<file path="config.mk">
export PLATFORM = sky130hd
export DESIGN_NAME = data_flow_model_ulda
export DESIGN_NICKNAME = d
export VERILOG_FILES = /design/src/rtl/alu_pkg.sv /design/src/rtl/alu_bit_slice.sv /design/src/rtl/data_flow_model_ulda.sv
export SDC_FILE = /design/constraint.sdc
export NUM_CORES = 1
export LEC_CHECK = 0
export ABC_AREA = 1
export CAP_MARGIN = 15
export CELL_PAD_IN_SITES_DETAIL_PLACEMENT = 0
export CELL_PAD_IN_SITES_GLOBAL_PLACEMENT = 1
export CORE_AREA = 5 5 42 44
export DETAILED_ROUTE_END_ITERATION = 16
export DIE_AREA = 0 0 47 49
export PLACE_DENSITY_LB_ADDON = 0.1
export SLEW_MARGIN = 5
export SYNTH_ARGS = -nofsm -noshare
export SYNTH_HDL_FRONTEND = slang
export SYNTH_HIERARCHICAL = 1
export SYNTH_SLANG_ARGS = --single-unit
</file>
<file path="constraint.sdc">
create_clock -name clk -period 1.2 [get_ports clk]
set_clock_uncertainty 0.05 [all_clocks]
set_input_delay 0.12 -clock clk [delete_from_list [all_inputs] [get_ports clk]]
set_output_delay 0.12 -clock clk [all_outputs]
set_load 0.02 [all_outputs]
</file>
<file path="src/rtl/alu_pkg.sv">
`default_nettype none
// ============================================================================
// Module : alu_pkg
// Brief  : Opcode encodings shared by the ALU slice and the registered top.
// Rev    : 1.0  initial release
// ============================================================================
package alu_pkg;

  typedef logic [2:0] op_t;

  localparam op_t OP_AND  = 3'd0;
  localparam op_t OP_OR   = 3'd1;
  localparam op_t OP_ADD  = 3'd2;
  localparam op_t OP_XOR  = 3'd3;
  localparam op_t OP_PASS = 3'd4;

endpackage
`default_nettype wire

</file>
<file path="src/rtl/alu_bit_slice.sv">
`default_nettype none
// ============================================================================
// Module : alu_bit_slice
// Brief  : One combinational ALU bit: operand inversion, full adder, op mux.
// Rev    : 1.0  initial release
// ============================================================================
module alu_bit_slice
  import alu_pkg::*;
(
  input  logic       a_in,
  input  logic       b_in,
  input  logic       ainv,
  input  logic       binv,
  input  logic       cin,
  input  logic [2:0] op,
  output logic       s,
  output logic       cout
);

  logic w_a;
  logic w_b;
  logic w_sum;

  assign w_a   = a_in ^ ainv;
  assign w_b   = b_in ^ binv;
  assign w_sum = w_a ^ w_b ^ cin;
  // Carry always comes from the adder, whatever op is selected.
  assign cout  = (w_a & w_b) | (w_a & cin) | (w_b & cin);

  always_comb begin
    s = 1'b0;
    case (op)
      OP_AND:  s = w_a & w_b;
      OP_OR:   s = w_a | w_b;
      OP_ADD:  s = w_sum;
      OP_XOR:  s = w_a ^ w_b;
      OP_PASS: s = w_a;
      default: s = 1'b0;
    endcase
  end

endmodule
`default_nettype wire

</file>
<file path="src/rtl/data_flow_model_ulda.sv">
`default_nettype none
// ============================================================================
// Module : data_flow_model_ulda
// Brief  : Registered WIDTH-bit ALU built from a ripple chain of bit slices.
// Rev    : 1.0  initial release
// ============================================================================
module data_flow_model_ulda
  import alu_pkg::*;
#(
  parameter int WIDTH = 1
) (
  input  logic             clk,
  input  logic             rst_n,
  input  logic [WIDTH-1:0] A,
  input  logic [WIDTH-1:0] B,
  input  logic             Ainv,
  input  logic             Binv,
  input  logic             Cinv,
  input  logic [2:0]       op,
  output logic [WIDTH-1:0] S,
  output logic             Cout
);

  logic [WIDTH:0]   w_c;
  logic [WIDTH-1:0] w_s;
  logic [WIDTH-1:0] r_s;
  logic             r_cout;

  assign w_c[0] = Cinv;

  for (genvar i = 0; i < WIDTH; i++) begin : g_slice
    alu_bit_slice u_slice (
      .a_in (A[i]),
      .b_in (B[i]),
      .ainv (Ainv),
      .binv (Binv),
      .cin  (w_c[i]),
      .op   (op),
      .s    (w_s[i]),
      .cout (w_c[i+1])
    );
  end

  always_ff @(posedge clk or negedge rst_n) begin
    if (!rst_n) begin
      r_s    <= '0;
      r_cout <= 1'b0;
    end else begin
      r_s    <= w_s;
      r_cout <= w_c[WIDTH];
    end
  end

  assign S    = r_s;
  assign Cout = r_cout;

endmodule
`default_nettype wire

</file>
* Yosys cells after proc, flatten, opt, wreduce, memory -nomap -nowiden
Index checks and enable logic that the tools add are counted.
Operators by class: add/subtract/negate cells 0, multiply operators 0, div/mod/pow operators 0, $lt $le $gt $ge 0, equal/unequal tests 4, shift operators 0, muxes and demuxes 1, bitwise logic cells 10, reduce and logical (&&, ||, !) cells 1
Operators with widths (number):
- == test 3 x 2 -> 1 bit (second input constant) | 2
- one-hot mux 1 bit (5 select lines) | 1
- bitwise XOR 1 bit | 4
- bitwise AND 1 bit | 3
- == test 3 x 1 -> 1 bit (second input constant) | 1
- == test 3 bit (second input constant) | 1
- zero test 3 bit | 1
- bitwise OR 1 bit | 3
Storage, ports and cells: register bits after elaboration 2, latch bits 0, RAM bits 0, bits in read-only memories 0, input port bits 10, output and inout bits 2, logic and storage cells 18, memories kept 0

* Depth between registers and ports, before layout
depth after elaboration 4, depth in mapped cells 9, depth with buffers taken out 9

* Cells and area by module
The synthesis kept the hierarchy.
Modules (own cells, without submodules):
- alu_bit_slice | instances 1, cells an instance 24, area an instance 145.1 µm², seq. area each 0.0 µm²
- data_flow_model_ulda | instances 1, cells an instance 2, area an instance 50.0 µm², seq. area each 50.0 µm²

* Least setup slack after synthesis
Ideal clock, no wire load.
path type input port to flip-flop, from in Binv, to reg r_s, in the netlist S, setup time 0.116 ns, data arrival time 1.067 ns, required time 1.034 ns, setup slack -0.033 ns, stages 9, path buffers 0, path through xnor2_1 -> inv_1 -> fa_1 -> inv_1 -> nand2_1 -> nand3_1 -> nand2_1 -> nand2_1 -> nand2_1
On the way: cells in the longest elaborated chain, start to end 4, elaborated cells between the ends (all ways) 6, classes of those cells 1 x mux; 5 x bitwise
Ends and longest elaborated chain:
- from (decl) | RTL line data_flow_model_ulda.sv:17 | input logic Binv,
- bitwise XOR 1 bit * | RTL line alu_bit_slice.sv:25 | assign w_b = b_in ^ binv;
- bitwise XOR 1 bit | RTL line alu_bit_slice.sv:26, alu_bit_slice.sv:36
- bitwise XOR 1 bit | RTL line alu_bit_slice.sv:26 | assign w_sum = w_a ^ w_b ^ cin;
- one-hot mux 1 bit (5 select lines) * | RTL line alu_bit_slice.sv:32 | case (op)
- net w_s | RTL line data_flow_model_ulda.sv:25 | logic [WIDTH-1:0] w_s;
- to (signal assigned) | RTL line data_flow_model_ulda.sv:49 | r_s <= w_s;
- to (decl) | RTL line data_flow_model_ulda.sv:26 | logic [WIDTH-1:0] r_s;
Mark *: on every way through the listed nets, which the timed path passes. The rest lies on a longest branch.

* Worst setup path after layout
from in A, to reg r_s, in the netlist S
On the way: cells in the longest elaborated chain, start to end 4, elaborated cells between the ends (all ways) 6, classes of those cells 1 x mux; 5 x bitwise
Ends and longest elaborated chain:
- from (decl) | RTL line data_flow_model_ulda.sv:14 | input logic [WIDTH-1:0] A,
- bitwise XOR 1 bit * | RTL line alu_bit_slice.sv:24 | assign w_a = a_in ^ ainv;
- bitwise XOR 1 bit | RTL line alu_bit_slice.sv:26, alu_bit_slice.sv:36
- bitwise XOR 1 bit | RTL line alu_bit_slice.sv:26
- one-hot mux 1 bit (5 select lines) * | RTL line alu_bit_slice.sv:32
- net w_s | RTL line data_flow_model_ulda.sv:25
Marked as above.

==> out/summary.txt <==
final period utilization: 93.5%
Seq cells post-synth: 2
grt ovf: 0
Initial Util: 13.9%
Max Freq: 892 MHz
CP arrival: 1190 ps
clock-pin slew on the worst setup and hold paths: 30 ps
gp weighted congestion: 0.665
top cells by area, synth: dfrtp_1, inv_1, nand2_1
Critical Path RT: 1270 ps
vias in the first global route: 198
Peak VDD IR: 0.287 mV
Worst Setup Start Kind: input pin
status: finished clean
largest net degree at the start of global routing: 5
core area: 1400 sq um
Inserted Clock Buffers: 3
root buf cell: clkbuf_4
initial DRC count: 2
Distinct cells, synth: 9
Pwr Total: 355 uW
Slew HR: 86.4%
synth warn: 6
vias per cell: 3.53
utilization after layout: 26.3%
die area: 2300 sq um
crit end category: flop
drt total wl: 405 um
largest fanout on the critical path: 3
Nets: 58
count of final hold-check violations: 0
Crit Path Class: input pin to flop
Power Dens Cells: 963 nW/um^2
RSZ-0062 raised after global routing: yes
first-pass GRT wire length: 690 um
cell taking the most area after synthesis: dfrtp_1
layout cells sized above 1: 30.2%
H-tree levels: 1
setup violators final: 0
Die X-Extent: 47 um
# hold bufs at CTS: 0
DIE HEIGHT: 49 um
area delta synth->final: 89.1%
WL per Instance: 6.86 um
Placement Rows: 14
Post-Syn Area: 195 sq um
drt drc: 0
syn_nets: 39
Syn Inst Count: 26
final antenna-violating net count: 0
Mapped Avg Cell Area: 7.51 sq um
I/O Buffers: 11
Max Cap Viol: 0
initial antenna violation count: 0
Yosys top cell area share: 25.6%
ANT cells: 0
Ports: 12
Pins Over Slew Limit: 0
Final Critical Period: 1120 ps
CTS tree: yes
leak pwr: 0.213 nW
vias after detailed routing: 208
post-synthesis sequential area ratio: 25.6%
Pre-Repair DR Iteration Count: 2
Worst-Margin Slew: 204 ps
GRT Resource Usage Total: 4.72%
Hold Path Class: input pin to asynchronous set/reset pin
clock sinks: 2
Bufs on Longest Clock Path: 2
[sequential cells by signal, indices dropped and copies added (netlist names)]
name / flops
Cout: 1
S: 1
[worst max-delay path by stage]
stage / from / to / depth (start not counted)
floorplan: Binv / S / 9
global placement: Ainv / S / 9
detailed placement: Ainv / S / 9
CTS: Binv / S / 10
global route: B / S / 10
finish: A / S / 9
[where the power goes]
group	internal (mW)	leakage (nW)	total (mW)	switching (mW)
Sequential	0.0761	0.0244	0.0774	0.00129
Clock	0.110	0.0138	0.150	0.0399
Combinational	0.0668	0.175	0.127	0.0607
[cell families (layout without fill, tap and decap cells)]
group	Yosys count	after routing	synth area share (%)
flops	2	2	25.6
buf+inv	8	25	15.4
xor+xnor	2	2	12.8
simple gates	11	11	23.1
fa+ha+maj	3	3	23.1
[cells in the mapped netlist, drive strengths merged]
library cell	count
inv	8
nand3	2
dfrtp	2
ha	2
nand2	8
xnor2	1
fa	1
xor2	1
nor3	1
[area by class of cell]
type,instances,area (sq um)
clock buffer,3,22.5
fill,168,1030
inverter,8,30.0
multi-input combinational,16,134
sequential,2,50.0
tap,16,20.0
timing repair buffer,14,113
[cells in the final DEF (no fill, tap or decap), drive strengths merged]
cell type	Yosys	routed
nor3	1	1
clkbuf	0	7
nand3	2	2
clkdlybuf4s50	0	4
xor2	1	1
dlymetal6s2s	0	1
ha	2	2
fa	1	1
dfrtp	2	2
xnor2	1	1
nand2	8	8
inv	8	8
buf	0	3
dlygate4sd2	0	2
[metrics by stage]
step	setup WS, ps	std cells	hold slack, ps	TNS, ps	cell area [sq um]
after global placement	-607	55	243	-829	359
after global routing	-22.2	59	0.393	-22.2	369
final	78.4	59	9.55	0	369
after CTS	-104	58	0.462	-104	375
after detailed placement	-601	55	244	-833	359
after floorplan	1.71	26	-226	0	214
[timing repair]
| action | 4_1_cts | 5_1_grt |
|---|---|---|
| resized for setup | 7 | 9 |
| buffers inserted | 0 | 1 |
| hold endpoints to repair | 0 | 0 |
| pin swaps | 0 | 2 |
| setup endpoints to repair | 3 | 1 |
[per-layer routing]
layer	track usage [%]	wire length, um
met1	3.96	132
met2	6.33	220
met3	1.11	52
met4	8.29	0
met5	0	0
[worst max-delay path: stages]
cell      delay (ps)
clkbuf_2         120
xor2_4           190
fa_1             440
inv_1             60
nand2_1           50
nand3_1           60
nand2_1           50
nand2_1           50
nand2_1           40
No activity file was read; power rests on OpenSTA's default activity.
